**config.mk**
```make
export PLATFORM = sky130hd
export DESIGN_NAME = fpu_issue_scoreboard
export DESIGN_NICKNAME = d
export VERILOG_FILES = /design/src/rtl/fpu_issue_scoreboard.sv
export SDC_FILE = /design/constraint.sdc
export NUM_CORES = 1
export LEC_CHECK = 0
export BUFFER_PORTS_ARGS = -buffer_cell sky130_fd_sc_hd__buf_2
export CAP_MARGIN = 40
export CORE_MARGIN = 3
export CORE_UTILIZATION = 49
export CTS_BUF_LIST = sky130_fd_sc_hd__clkbuf_4 sky130_fd_sc_hd__clkbuf_8
export CTS_CLUSTER_DIAMETER = 120
export DETAILED_ROUTE_END_ITERATION = 10
export HOLD_SLACK_MARGIN = 0.08
export PLACE_DENSITY = 0.88
export SYNTH_ARGS = -nofsm -noshare
export SYNTH_HDL_FRONTEND = slang
export SYNTH_SLANG_ARGS = --single-unit
```
**constraint.sdc**
```tcl
create_clock -name clk_i -period 6.1 [get_ports clk_i]
set_input_delay 0.305 -clock clk_i [delete_from_list [all_inputs] [get_ports clk_i]]
set_output_delay 0.305 -clock clk_i [all_outputs]
set_load 0.01 [all_outputs]
```
**src/rtl/fpu_issue_scoreboard.sv**
```systemverilog
// Issue scoreboard between FP decode, fpu_float and the FP regfile: RAW/WAW hazard blocking,
// outstanding-op limit and a one-entry writeback buffer. Optional check logic: FPU_ISSUE_RD_CHECK_EN.
module fpu_issue_scoreboard #(
    parameter int fp_decode_width_p = 18,
    parameter int data_width_p      = 32,
    parameter int reg_addr_width_p  = 5,
    parameter int max_outstanding_p = 4
) (
    input  logic                         clk_i,
    input  logic                         reset_i,

    input  logic                         v_i,
    input  logic [fp_decode_width_p-1:0] fp_decode_i,
    input  logic [reg_addr_width_p-1:0]  rd_i,
    input  logic [reg_addr_width_p-1:0]  rs1_i,
    input  logic [reg_addr_width_p-1:0]  rs2_i,
    input  logic [data_width_p-1:0]      a_i,
    input  logic [data_width_p-1:0]      b_i,
    output logic                         ready_o,

    output logic                         fpu_v_o,
    output logic [fp_decode_width_p-1:0] fpu_fp_decode_o,
    output logic [data_width_p-1:0]      fpu_a_o,
    output logic [data_width_p-1:0]      fpu_b_o,
    output logic [reg_addr_width_p-1:0]  fpu_rd_o,
    input  logic                         fpu_ready_i,

    input  logic                         fpu_v_i,
    input  logic [data_width_p-1:0]      fpu_z_i,
    input  logic [reg_addr_width_p-1:0]  fpu_rd_i,
    output logic                         fpu_yumi_o,

    output logic                         wb_v_o,
    output logic [reg_addr_width_p-1:0]  wb_rd_o,
    output logic [data_width_p-1:0]      wb_data_o,
    input  logic                         wb_yumi_i,

    output logic                         idle_o,
    output logic                         error_o
);

    localparam int num_regs_lp    = 1 << reg_addr_width_p;
    localparam int count_width_lp = $clog2(max_outstanding_p + 1);
    localparam logic [count_width_lp-1:0] max_count_lp = count_width_lp'(max_outstanding_p);

    logic [num_regs_lp-1:0]    busy_r, busy_n;
    logic [count_width_lp-1:0] count_r, count_n;
    logic                      hazard;
    logic                      issue_fire;
    logic                      wb_fire;

    assign hazard     = busy_r[rd_i] | busy_r[rs1_i] | busy_r[rs2_i];
    assign fpu_v_o    = v_i & ~hazard & (count_r < max_count_lp);
    assign ready_o    = fpu_v_o & fpu_ready_i;
    assign issue_fire = ready_o;

    assign fpu_fp_decode_o = fp_decode_i;
    assign fpu_a_o         = a_i;
    assign fpu_b_o         = b_i;
    assign fpu_rd_o        = rd_i;

    // One-entry buffer: a result may enter in the same cycle the regfile drains the old one.
    assign fpu_yumi_o = fpu_v_i & (~wb_v_o | wb_yumi_i);
    assign wb_fire    = wb_v_o & wb_yumi_i;

    assign idle_o = (count_r == '0) & ~wb_v_o;

    // Set and clear never address the same rd, since issue to a busy rd is blocked.
    always_comb begin
        busy_n = busy_r;
        if (wb_fire)
            busy_n[wb_rd_o] = 1'b0;
        if (issue_fire)
            busy_n[rd_i] = 1'b1;
    end

    always_comb begin
        count_n = count_r;
        case ({issue_fire, wb_fire})
            2'b10:   count_n = count_r + 1'b1;
            2'b01:   count_n = count_r - 1'b1;
            default: count_n = count_r;
        endcase
    end

    always_ff @(posedge clk_i) begin
        if (reset_i) begin
            busy_r  <= '0;
            count_r <= '0;
        end else begin
            busy_r  <= busy_n;
            count_r <= count_n;
        end
    end

    always_ff @(posedge clk_i) begin
        if (reset_i) begin
            wb_v_o    <= 1'b0;
            wb_rd_o   <= '0;
            wb_data_o <= '0;
        end else if (fpu_yumi_o) begin
            wb_v_o    <= 1'b1;
            wb_rd_o   <= fpu_rd_i;
            wb_data_o <= fpu_z_i;
        end else if (wb_fire) begin
            wb_v_o    <= 1'b0;
        end
    end

`ifdef FPU_ISSUE_RD_CHECK_EN
    logic error_r;
    logic rd_err;
    logic cnt_err;

    assign rd_err  = fpu_yumi_o & ~busy_r[fpu_rd_i];
    assign cnt_err = (issue_fire & ~wb_fire & (count_r == max_count_lp)) |
                     (wb_fire & ~issue_fire & (count_r == '0));

    always_ff @(posedge clk_i) begin
        if (reset_i)
            error_r <= 1'b0;
        else if (rd_err | cnt_err)
            error_r <= 1'b1;
    end

`ifndef SYNTHESIS
    always_ff @(posedge clk_i) begin
        if (!reset_i) begin
            if (rd_err)
                $error("fpu_issue_scoreboard: result for non-busy rd %0d", fpu_rd_i);
            if (cnt_err)
                $error("fpu_issue_scoreboard: outstanding count over/underflow");
        end
    end
`endif

    assign error_o = error_r;
`else
    assign error_o = 1'b0;
`endif

endmodule

```
==> impl_metrics.sql, run 1 <==
INSERT INTO impl_metrics (metric_group, metric, value, unit) VALUES
('status', 'outcome', 'finished clean', ''),
('min_path', 'worstHoldPathType', 'in -> reg', ''),
('synth', 'postSynthNetCount', '720', ''),
('timing', 'worst_clock_skew', '10.0', 'ps'),
('clock_tree', 'post_cts_hold_buffer_count', '0', ''),
('synth', 'yosysSeqAreaShare', '0.312', ''),
('timing', 'maximum_frequency_from_static_timing_analysis', '269', 'MHz'),
('clock_tree', 'cts_setup_buffers', '0', ''),
('clock_tree', 'cts_tree', 'built', ''),
('grt', 'wire_length_of_the_first_global_routing_pass', '19800', 'um'),
('job', 'cap_viol_max_count', '0', ''),
('timing', 'final.hold.worst_slack', '187', 'ps'),
('grt', 'groute.usage.overall', '0.224', ''),
('placement', 'detailedPlace.worstSlack', '2170', 'ps'),
('drt', 'post_detailed_route_wirelength_per_cell', '17.9', 'um'),
('drt', 'detail_route.iter0.violations', '349', ''),
('placement', 'hpwl', '9710', 'um'),
('worst_setup_path', 'cp_data_required_time', '6370', 'ps'),
('timing', 'min_period', '3720', 'ps'),
('synth', 'synth_area_per_cell', '8.10', 'um^2'),
('clock_tree', 'clkSinkCount', '73', ''),
('synth', 'asyncSetResetFlopFracSynth', '0', ''),
('timing', 'grt_setup_unrepaired', 'no', ''),
('clock_tree', 'cts_repair_resize_count', '0', ''),
('drt', 'postRouteAntennaNets', '0', ''),
('worst_setup_path', 'crit_type', 'reg -> reg', ''),
('final_layout', 'nets', '715', ''),
('placement', 'placement.io_buffers', '104', ''),
('synth', 'synth_enable_flop_cells', '0', ''),
('grt', 'grt_pass1_vias', '3954', ''),
('grt', 'grt_start_max_net_pins', '43', ''),
('synth', 'synth_cell_type_count', '54', ''),
('grt', 'grt-ovfl-total', '0', ''),
('clock_tree', 'ctsHtreeMaxLevel', '3', ''),
('worst_setup_path', 'critical_path.max_fanout', '19', ''),
('floorplanning', 'fp.dieH', '104', 'um'),
('worst_setup_path', 'end_kind', 'flip-flop', ''),
('timing', 'setup_slack', '2380', 'ps'),
('pwr', 'vdd_drop_max', '173', 'uV'),
('floorplanning', 'io-pin-count', '270', ''),
('synth', 'synthesis.instances', '578', ''),
('pwr', 'p_leak', '2.04', 'nW'),
('timing', 'setup_violations', '0', ''),
('clock_tree', 'worst_skew_pair.late_latency', '340', 'ps'),
('final_layout', 'antennaDiodeCount', '0', ''),
('clock_tree', 'clkTransAtPathRegs', '90', 'ps'),
('placement', 'gp_congestion', '1.00', ''),
('final_layout', 'flow.area_growth_from_synthesis', '1.71', '%'),
('timing', 'slew_violations', '0', ''),
('drt', 'detail_route.drc_violations', '0', ''),
('final_layout', 'fraction_of_layout_cells_with_a_size_suffix_above_1', '0.256', ''),
('synth', 'register_bit_total_from_synthesis', '73', ''),
('pwr', 'cellPowerDensity', '216', 'nW/um^2'),
('worst_setup_path', 'start_kind', 'flip-flop', ''),
('grt', 'grt_antenna_before_repair', '0', ''),
('floorplanning', 'die-area', '10800', 'um^2'),
('clock_tree', 'tritoncts.num_buffers', '9', ''),
('timing', 'worst-slew-pin-transition', '757', 'ps'),
('final_layout', 'finalCoreUtilization', '0.515', ''),
('timing', 'setup_tns', '0', 'ps'),
('final_layout', 'filler_cell_count', '866', ''),
('synth', 'yosys_warnings', '0', ''),
('timing', 'worst_slew_margin_rel', '0.496', ''),
('floorplanning', 'die_w', '104', 'um'),
('final_layout', 'multi_input_combinational_cell_area', '2340', 'um^2'),
('synth', 'synth_ff_type', 'dfxtp_1', ''),
('worst_setup_path', 'crit_arrival', '3990', 'ps'),
('clock_tree', 'cts-root-to-sink-buffers', '2', ''),
('timing', 'report.final.hold_viol_count', '0', ''),
('floorplanning', 'core_area', '9240', 'um^2'),
('floorplanning', 'initial_core_util', '0.507', ''),
('drt', 'avgViaCountPerCell', '5.93', ''),
('drt', 'detail_route.wirelength', '12700', 'um'),
('timing', 'fin_crit_sh', '0.610', ''),
('drt', 'vias', '4196', ''),
('final_layout', 'regArea', '1460', 'um^2'),
('drt', 'drtPass1Iterations', '6', ''),
('floorplanning', 'std_cell_rows', '35', ''),
('clock_tree', 'cts_root_buffer', 'clkbuf_8', ''),
('synth', 'post_synth_instance_area', '4680', 'um^2');
worst paths after layout:
path	startpoint	endpoint	slack, ps	depth (start not counted)
worst max-delay path	busy_r[25]	count_r[2]	2380	11
worst min-delay path	fpu_z_i[29]	wb_data_o[29]	190	3
worst max register to register	busy_r[25]	count_r[2]	2380	11
worst min register to register	wb_data_o[6]	wb_data_o[6]	460	2
layer usage:
layer	routed length, um	share of wire	GRT usage
met5	0	0	0
met4	417	0.033	0.105
met3	1360	0.11	0.0592
met2	6000	0.47	0.367
met1	4900	0.39	0.275
final cells by class:
| type | count | share of cell area |
|---|---|---|
| clock buffers | 9 | 0.0260 |
| clock inverters | 7 | 0.0129 |
| inverters | 6 | 0.00473 |
| multi-input cells | 375 | 0.492 |
| flip-flops and latches | 73 | 0.307 |
| well taps | 129 | 0.0339 |
| repair buffers | 108 | 0.124 |
synth_stat cells, types with 5 or more instances:
cell type	n	area share
a22oi_1	5	0.0080
inv_1	6	0.0048
nor3_1	5	0.0053
nor2b_1	8	0.011
mux2i_1	29	0.062
o21ai_0	15	0.016
and3_1	9	0.012
nand3b_1	13	0.021
nor3b_1	5	0.0080
nand2_1	101	0.081
a31o_2	8	0.015
a21oi_1	59	0.063
nor2_1	17	0.014
mux2_2	6	0.014
clkbuf_1	19	0.015
dfxtp_1	73	0.31
nand2b_1	25	0.033
nand3_1	8	0.0086
mux4_2	6	0.029
buf_2	7	0.0075
a31o_1	8	0.015
buf_4	91	0.15
flip-flops by register name, summed over array words and instances, names as in the netlist:
| register | flops |
|---|---|
| wb_v_o | 1 |
| busy_r | 32 |
| wb_rd_o | 5 |
| wb_data_o | 32 |
| count_r | 3 |
stage by stage:
stage          cell area (um^2)  instances  power, W
2_1_floorplan              4680        578  0.000683
3_3_place_gp               4510        687  0.000677
3_5_place_dp               4580        691  0.000686
4_1_cts                    4760        707   0.00103
5_1_grt                    4760        707   0.00108
6_report                   4760        707   0.00103
critical path, stage by stage (launching register included):
cell and delay, ps:
dfxtp_1 390, mux4_2 490, and4b_1 230, nor3b_1 150
and4_1 250, and2_1 640, nand4_1 230, ha_1 300
fa_1 380, xnor2_1 150, or3_1 310, a21oi_1 140
report_power, final:
part	leakage, nW	switching (W)	internal (W)
Sequential	0.595	0.0000149	0.000494
Combinational	1.35	0.0000986	0.0000691
Clock	0.0884	0.000198	0.000155
Total	2.04	0.000312	0.000717
cells by family after synthesis:
kind of cell | Yosys count | synth area share
and+or+nand+nor | 212 | 0.227
buffers and inverters | 130 | 0.187
AOI/OAI and AO/OA | 117 | 0.156
DFF | 73 | 0.312
muxes | 41 | 0.105
adders and majority gates | 2 | 0.00695
xor gates and xnor gates | 2 | 0.00374
other | 1 | 0.000801
placed cells by master, fill, tap and decap left out, types with 3 or more instances in the layout:
| master | n |
|---|---|
| nor2_1 | 17 |
| a211o_1 | 3 |
| nand3_1 | 8 |
| and3_1 | 9 |
| mux2_2 | 6 |
| a31o_1 | 8 |
| nor3_1 | 5 |
| and3b_1 | 3 |
| o21ai_0 | 15 |
| a22oi_1 | 5 |
| nor4_1 | 4 |
| mux4_2 | 6 |
| inv_1 | 6 |
| nand3b_1 | 13 |
| nor3b_1 | 5 |
| dfxtp_1 | 73 |
| nand2b_1 | 25 |
| mux2i_1 | 29 |
| a211oi_1 | 4 |
| nor2b_1 | 8 |
| a21oi_1 | 59 |
| clkbuf_8 | 9 |
| nand2_1 | 101 |
| nand4_1 | 3 |
| buf_2 | 105 |
| a31o_2 | 8 |
Power figures use the tool's default switching activity.
==> inputs of run 2 (changes only) <==
--- a/config.mk
+++ b/config.mk
@@ -5,15 +5,16 @@
 export SDC_FILE = /design/constraint.sdc
 export NUM_CORES = 1
 export LEC_CHECK = 0
+export ABC_AREA = 1
 export BUFFER_PORTS_ARGS = -buffer_cell sky130_fd_sc_hd__buf_2
 export CAP_MARGIN = 40
 export CORE_MARGIN = 3
-export CORE_UTILIZATION = 49
+export CORE_UTILIZATION = 46
 export CTS_BUF_LIST = sky130_fd_sc_hd__clkbuf_4 sky130_fd_sc_hd__clkbuf_8
 export CTS_CLUSTER_DIAMETER = 120
 export DETAILED_ROUTE_END_ITERATION = 10
 export HOLD_SLACK_MARGIN = 0.08
-export PLACE_DENSITY = 0.88
+export PLACE_DENSITY = 0.83
 export SYNTH_ARGS = -nofsm -noshare
 export SYNTH_HDL_FRONTEND = slang
 export SYNTH_SLANG_ARGS = --single-unit
==> constraint.sdc (replaced) <==
create_clock -name clk_i -period 3.85 [get_ports clk_i]
set_input_delay 0.1925 -clock clk_i [delete_from_list [all_inputs] [get_ports clk_i]]
set_output_delay 0.1925 -clock clk_i [all_outputs]
set_load 0.01 [all_outputs]
==> run 2 against run 1 <==
Count of clock-buffer cells in the layout rose by 5; synthesized cell count is 28% higher; final area up 5.2%; routed wire length rose by 8.5%; hold slack lost 98 ps; critical path depth grew 5; sequential power increased by 58%; fmax up 34%; sequential cell count stayed put; cell count up 25%; sequential share of layout area down 1.5 points; combinational power rose by 81%; critical path type unchanged; critical endpoint unchanged.
==> impl_metrics.sql, run 2 <==
INSERT INTO impl_metrics (metric_group, metric, value, unit) VALUES
('placement', 'hpwl', '9520', 'um'),
('synth', 'synth_top_cell_area_share', '0.306', ''),
('min_path', 'worstHoldPathType', 'in -> reg', ''),
('worst_setup_path', 'endpoint', 'count_r[2]', ''),
('pwr', 'p_leak', '2.18', 'nW'),
('worst_setup_path', 'crit_arrival', '2990', 'ps'),
('worst_setup_path', 'crit_type', 'reg -> reg', ''),
('worst_setup_path', 'cp_data_required_time', '4050', 'ps'),
('synth', 'synth.area.top_cells', 'dfxtp_1, nand2_1, buf_4', ''),
('worst_setup_path', 'r2r_start', 'busy_r[31]', ''),
('worst_setup_path', 'worst-r2r-setup-slack', '1060', 'ps'),
('grt', 'grt_pass1_vias', '4514', ''),
('synth', 'yosys_warnings', '0', ''),
('final_layout', 'fin_area', '5010', 'um^2'),
('drt', 'drtPass1Iterations', '5', ''),
('final_layout', 'nets', '892', ''),
('synth', 'synth_enable_flop_cells', '0', ''),
('floorplanning', 'io-pin-count', '270', ''),
('grt', 'groute.usage.overall', '0.241', ''),
('synth', 'asyncSetResetFlopFracSynth', '0', ''),
('grt', 'grt_start_max_net_pins', '74', ''),
('drt', 'detail_route.iter0.violations', '733', ''),
('final_layout', 'mostFrequentLayoutCells', 'nand2_1, buf_2, dfxtp_1', ''),
('timing', 'report.final.hold_viol_count', '0', ''),
('synth', 'ys_top_cells_by_count', 'nand2_1, buf_4, dfxtp_1', ''),
('clock_tree', 'clkTransAtPathRegs', '80', 'ps'),
('synth', 'register_bit_total_from_synthesis', '73', ''),
('clock_tree', 'worst_skew_pair.late_latency', '360', 'ps'),
('placement', 'placedInstanceArea', '4630', 'um^2'),
('clock_tree', 'tritoncts.num_buffers', '9', ''),
('drt', 'vias', '4936', ''),
('drt', 'postRouteAntennaNets', '0', ''),
('timing', 'worst_slew_margin_rel', '0.497', ''),
('synth', 'synth_area_per_cell', '6.47', 'um^2'),
('grt', 'grt-ovfl-total', '0', ''),
('drt', 'post_detailed_route_wirelength_per_cell', '15.5', 'um'),
('clock_tree', 'ctsHtreeMaxLevel', '3', ''),
('drt', 'detail_route.wirelength', '13800', 'um'),
('final_layout', 'final_common_cell', 'nand2_1', ''),
('synth', 'synthesis.instances', '739', ''),
('synth', 'post_synth_instance_area', '4780', 'um^2'),
('synth', 'synth_cell_type_count', '31', ''),
('timing', 'min_period', '2790', 'ps'),
('placement', 'placement.io_buffers', '104', ''),
('floorplanning', 'die-area', '11600', 'um^2'),
('synth', 'postSynthNetCount', '881', ''),
('timing', 'setup_tns', '0', 'ps'),
('timing', 'worst-slew-pin-transition', '755', 'ps'),
('final_layout', 'reg_top3', 'busy_r (32), wb_data_o (32), wb_rd_o (5)', ''),
('drt', 'detail_route.drc_violations', '0', ''),
('worst_setup_path', 'critical_path.max_fanout', '4', ''),
('timing', 'worst_clock_skew', '14.8', 'ps'),
('timing', 'slew_violations', '0', ''),
('clock_tree', 'clkSinkCount', '73', ''),
('worst_setup_path', 'end_kind', 'flip-flop', ''),
('final_layout', 'fraction_of_layout_cells_with_a_size_suffix_above_1', '0.176', ''),
('worst_setup_path', 'r2r_end', 'count_r[2]', ''),
('clock_tree', 'cts_setup_buffers', '0', ''),
('clock_tree', 'cts-root-to-sink-buffers', '2', ''),
('floorplanning', 'core_area', '9950', 'um^2'),
('timing', 'fin_crit_sh', '0.724', ''),
('clock_tree', 'post_cts_hold_buffer_count', '18', ''),
('clock_tree', 'cts_root_buffer', 'clkbuf_8', ''),
('clock_tree', 'cts_tree', 'built', ''),
('pwr', 'cellPowerDensity', '341', 'nW/um^2'),
('synth', 'yosysSeqAreaShare', '0.306', ''),
('worst_setup_path', 'ff2ff_path_depth', '16', ''),
('synth', 'synth_ff_type', 'dfxtp_1', ''),
('worst_setup_path', 'start_kind', 'flip-flop', ''),
('grt', 'wire_length_of_the_first_global_routing_pass', '22500', 'um'),
('synth', 'synth_top_cell_by_area', 'dfxtp_1', ''),
('floorplanning', 'initial_core_util', '0.480', ''),
('final_layout', 'antennaDiodeCount', '0', ''),
('placement', 'gp_congestion', '0.990', ''),
('final_layout', 'finalCoreUtilization', '0.503', ''),
('timing', 'grt_setup_unrepaired', 'no', ''),
('drt', 'avgViaCountPerCell', '5.56', ''),
('job', 'cap_viol_max_count', '0', ''),
('floorplanning', 'std_cell_rows', '36', ''),
('final_layout', 'flow.area_growth_from_synthesis', '4.77', '%'),
('grt', 'grt_antenna_before_repair', '0', ''),
('floorplanning', 'die_w', '108', 'um'),
('status', 'outcome', 'finished clean', ''),
('worst_setup_path', 'setup.worst_path.start', 'busy_r[31]', ''),
('clock_tree', 'cts_repair_resize_count', '0', ''),
('floorplanning', 'fp.dieH', '108', 'um'),
('pwr', 'vdd_drop_max', '308', 'uV'),
('synth', 'synthMostInstantiatedCell', 'nand2_1', ''),
('timing', 'maximum_frequency_from_static_timing_analysis', '359', 'MHz'),
('timing', 'setup_violations', '0', '');
run 2: power breakdown:
group          internal (W)  switching [W]
sequential         0.000784      0.0000220
clock              0.000319       0.000278
combinational      0.000106       0.000198
run 2: critical path, stage by stage (launching register included):
cell and delay (ps):
dfxtp_1 370, nand2_1 100, o21ai_1 70, nand2_1 70, nand2_1 70, nand2_1 50, nand2_1 60, nor2_2 120
nand3_2 100, nor3_1 330, nand2_1 140, ha_1 270, fa_1 390, a21oi_1 170, o21a_1 160, nand2_1 50
nor3b_1 120
run 2: cell type report:
cell class	count	area, um^2
clock buffer	14	193
clock inverter	1	7.51
fill	974	4950
inverter	54	208
multi-input combinational	487	2230
sequential	73	1460
tap	133	166
timing repair buffer	125	743
run 2: how the worst min path moves through the flow:
stage          slack, ps  depth (start not counted)        start       endpoint
2_1_floorplan        340                          2   fpu_z_i[0]   wb_data_o[0]
3_3_place_gp         390                          0      a_i[14]    fpu_a_o[14]
3_5_place_dp         390                          0      a_i[14]    fpu_a_o[14]
4_1_cts               80                          3  fpu_z_i[22]  wb_data_o[22]
5_1_grt               80                          3  fpu_z_i[22]  wb_data_o[22]
6_report              90                          3  fpu_z_i[17]  wb_data_o[17]
run 2: per-stage QoR:
step | instances | hold WS (ps) | power (W) | setup WS, ps
final | 887 | 89.6 | 0.00171 | 1060
after global routing | 887 | 83.9 | 0.00179 | 761
after CTS | 887 | 82.1 | 0.00171 | 1090
after detailed placement | 854 | 385 | 0.00111 | 844
after global placement | 853 | 385 | 0.00110 | 944
after floorplan | 739 | 337 | 0.00110 | 1220
run 2: routing by layer:
metal  up-vias  GRT usage  share of wire
met3        39     0.0762           0.15
li1       2343          -              -
met1      2200      0.326           0.39
met4         0     0.0983          0.025
met2       354      0.356           0.43
met5         -          0              0
run 2: cell families after synthesis:
family                     after synthesis  share of synthesized area
buffers and inverters                  179                      0.228
AOI/OAI and AO/OA                      118                      0.127
xor gates and xnor gates                 1                    0.00183
DFF                                     73                      0.306
and+or+nand+nor                        365                      0.329
other                                    1                   0.000785
adders and majority gates                2                    0.00681
==> inputs of run 3 (changes only) <==
--- a/config.mk
+++ b/config.mk
@@ -5,7 +5,7 @@
 export SDC_FILE = /design/constraint.sdc
 export NUM_CORES = 1
 export LEC_CHECK = 0
-export ABC_AREA = 1
+export ABC_AREA = 0
 export BUFFER_PORTS_ARGS = -buffer_cell sky130_fd_sc_hd__buf_2
 export CAP_MARGIN = 40
 export CORE_MARGIN = 3
==> constraint.sdc (replaced) <==
create_clock -name clk_i -period 2.8 [get_ports clk_i]
set_input_delay 0.14 -clock clk_i [delete_from_list [all_inputs] [get_ports clk_i]]
set_output_delay 0.14 -clock clk_i [all_outputs]
set_load 0.01 [all_outputs]
==> run 3 against run 2 <==
The run now ends with setup timing left; die area is 1.9% lower; clock skew is 5.7 ps lower; sequential share of layout area is 2.4 points lower; highest routed layer unchanged.
==> impl_metrics.sql, run 3 (synthesis results as in run 1) <==
INSERT INTO impl_metrics (metric_group, metric, value, unit) VALUES
('final_layout', 'filler_cell_count', '899', ''),
('clock_tree', 'cts_tree', 'built', ''),
('drt', 'postRouteAntennaNets', '0', ''),
('min_path', 'worst_hold_path.num_cells', '3', ''),
('drt', 'detail_route.iter0.violations', '443', ''),
('grt', 'grt_start_max_net_pins', '48', ''),
('clock_tree', 'clkTransAtPathRegs', '70', 'ps'),
('grt', 'grt-ovfl-total', '0', ''),
('min_path', 'worstHoldPathType', 'in -> reg', ''),
('clock_tree', 'worst_skew_pair.late_latency', '350', 'ps'),
('clock_tree', 'cts-root-to-sink-buffers', '2', ''),
('grt', 'grt_pass1_vias', '4438', ''),
('worst_setup_path', 'ff2ff_path_depth', '11', ''),
('final_layout', 'flow.area_growth_from_synthesis', '16.8', '%'),
('drt', 'detail_route.drc_violations', '0', ''),
('timing', 'report.final.hold_viol_count', '0', ''),
('final_layout', 'mostFrequentLayoutCells', 'buf_2, nand2_1, dfxtp_1', ''),
('clock_tree', 'tritoncts.num_buffers', '9', ''),
('pwr', 'cellPowerDensity', '433', 'nW/um^2'),
('status', 'outcome', 'finished with violations', ''),
('timing', 'min_period', '2840', 'ps'),
('drt', 'detail_route.wirelength', '14800', 'um'),
('placement', 'placedInstanceArea', '4850', 'um^2'),
('final_layout', 'final_common_cell', 'buf_2', ''),
('floorplanning', 'die_w', '107', 'um'),
('timing', 'worst-slew-pin-transition', '675', 'ps'),
('timing', 'grt_setup_unrepaired', 'yes', ''),
('grt', 'groute.usage.overall', '0.263', ''),
('timing', 'worst_slew_margin_rel', '0.548', ''),
('pwr', 'p_leak', '2.42', 'nW'),
('floorplanning', 'std_cell_rows', '36', ''),
('worst_setup_path', 'crit_slowest_cell', 'mux4_2', ''),
('worst_setup_path', 'crit_type', 'reg -> reg', ''),
('pwr', 'vdd_drop_max', '357', 'uV'),
('placement', 'hpwl', '10400', 'um'),
('floorplanning', 'die-area', '11400', 'um^2'),
('worst_setup_path', 'timing.critical_path.cells', 'mux4_2 -> and3b_1 -> a31oi_2 -> and4_4 -> and2_4 -> nand4_1 -> ha_2 -> fa_2 -> xnor2_1 -> or3_1 -> a21oi_2', ''),
('clock_tree', 'clkSinkCount', '73', ''),
('floorplanning', 'initial_core_util', '0.477', ''),
('placement', 'gp_congestion', '1.04', ''),
('worst_setup_path', 'end_kind', 'flip-flop', ''),
('drt', 'drtPass1Iterations', '5', ''),
('grt', 'grt_antenna_before_repair', '0', ''),
('timing', 'worst_clock_skew', '9.14', 'ps'),
('final_layout', 'reg_top3', 'busy_r (32), wb_data_o (32), wb_rd_o (5)', ''),
('final_layout', 'antennaDiodeCount', '0', ''),
('drt', 'vias', '4468', ''),
('final_layout', 'fraction_of_layout_cells_with_a_size_suffix_above_1', '0.305', ''),
('final_layout', 'multi_input_combinational_cell_area', '2370', 'um^2'),
('final_layout', 'nets', '796', ''),
('drt', 'avgViaCountPerCell', '5.64', ''),
('drt', 'post_detailed_route_wirelength_per_cell', '18.7', 'um'),
('status', 'failed_checks', 'setup timing', ''),
('floorplanning', 'core_area', '9820', 'um^2'),
('placement', 'placement.io_buffers', '104', ''),
('timing', 'setup_tns', '-43.6', 'ps'),
('timing', 'fin_crit_sh', '1.02', ''),
('final_layout', 'finalCoreUtilization', '0.557', ''),
('worst_setup_path', 'start_kind', 'flip-flop', ''),
('clock_tree', 'cts_root_buffer', 'clkbuf_8', ''),
('floorplanning', 'fp.dieH', '107', 'um'),
('clock_tree', 'ctsHtreeMaxLevel', '3', ''),
('worst_setup_path', 'crit_arrival', '3130', 'ps'),
('worst_setup_path', 'cpLargestDelayFamily', 'simple AND/OR/NAND/NOR gates', ''),
('worst_setup_path', 'cp_data_required_time', '3080', 'ps'),
('worst_setup_path', 'cp.depth', '11', ''),
('final_layout', 'fin_area', '5470', 'um^2'),
('grt', 'wire_length_of_the_first_global_routing_pass', '23300', 'um'),
('timing', 'slew_violations', '0', ''),
('timing', 'maximum_frequency_from_static_timing_analysis', '352', 'MHz'),
('timing', 'setup_violations', '1', ''),
('placement', 'post-place-cells', '735', ''),
('final_layout', 'regArea', '1470', 'um^2'),
('timing', 'setup_slack', '-43.6', 'ps'),
('worst_setup_path', 'critical_path.n_buffers_inverters', '0', ''),
('placement', 'detailedPlace.worstSlack', '-151', 'ps'),
('final_layout', 'final_cell_count_no_fill', '792', ''),
('floorplanning', 'io-pin-count', '270', ''),
('worst_setup_path', 'cp_slowest_stage_delay', '460', 'ps'),
('worst_setup_path', 'critical_path.max_fanout', '3', ''),
('job', 'cap_viol_max_count', '0', '');
run 3: cell types whose count changed in the layout (fill, tap and decap cells not counted), moves of 20 or more:
| cell | delta |
|---|---|
| nand4_1 | -31 |
| nand2_1 | -112 |
| dlygate4sd3_1 | +20 |
| o21ai_0 | -20 |
| nor2_1 | -27 |
| inv_1 | -44 |
| nand3_1 | -49 |
| buf_4 | +45 |
| mux2i_1 | +29 |
| nand2b_1 | +25 |
run 3: worst register-to-register path, delay by kind of cell, from the launching register on:
kind / cells / cell delay (ps)
mux: 1 / 460
flops: 1 / 330
simple gates: 5 / 1000
xor+xnor: 1 / 140
fa+ha+maj: 2 / 550
compound gates: 2 / 290
run 3: layout make-up:
| type | instances | area share |
|---|---|---|
| Multi-Input combinational cell | 375 | 0.433 |
| Sequential cell | 73 | 0.268 |
| Timing Repair Buffer | 189 | 0.229 |
| Tap cell | 133 | 0.0304 |
| Clock buffer | 10 | 0.0240 |
| Clock inverter | 6 | 0.0108 |
| Inverter | 6 | 0.00412 |
run 3: final timing paths:
check	end	start	slack, ps
max	count_r[2]	busy_r[10]	-40
min	wb_v_o	wb_yumi_i	110
max reg2reg	count_r[2]	busy_r[10]	-40
min reg2reg	wb_data_o[6]	wb_data_o[6]	450
run 3: where the power goes:
| group | switching (W) | internal [W] | total [W] |
|---|---|---|---|
| logic | 0.000240 | 0.000205 | 0.000445 |
| registers | 0.0000311 | 0.00108 | 0.00111 |
| clock network | 0.000395 | 0.000417 | 0.000812 |
| total | 0.000666 | 0.00170 | 0.00236 |
run 3: layer usage:
| metal | GRT usage | routed length, um | vias up |
|---|---|---|---|
| met3 | 0.0674 | 1560 | 51 |
| li1 | - | - | 2060 |
| met5 | 0 | 0 | - |
| met1 | 0.331 | 6000 | 2041 |
| met2 | 0.420 | 6680 | 316 |
| met4 | 0.122 | 541 | 0 |
run 3: repair_timing:
item / 4_1_cts / 5_1_grt
setup buffers: 1 / 2
pin swaps: 4 / 4
hold buffers: 38 / 0
hold endpoints to repair: 38 / 0
resized for setup: 6 / 2
endpoints found under the setup margin: 1 / 1
run 3: stage by stage:
step / power [W] / hold WS [ps]
after floorplan: 0.00149 / 269
after global placement: 0.00151 / 280
after detailed placement: 0.00151 / 280
after CTS: 0.00236 / 94.7
after global routing: 0.00246 / 133
final: 0.00236 / 108
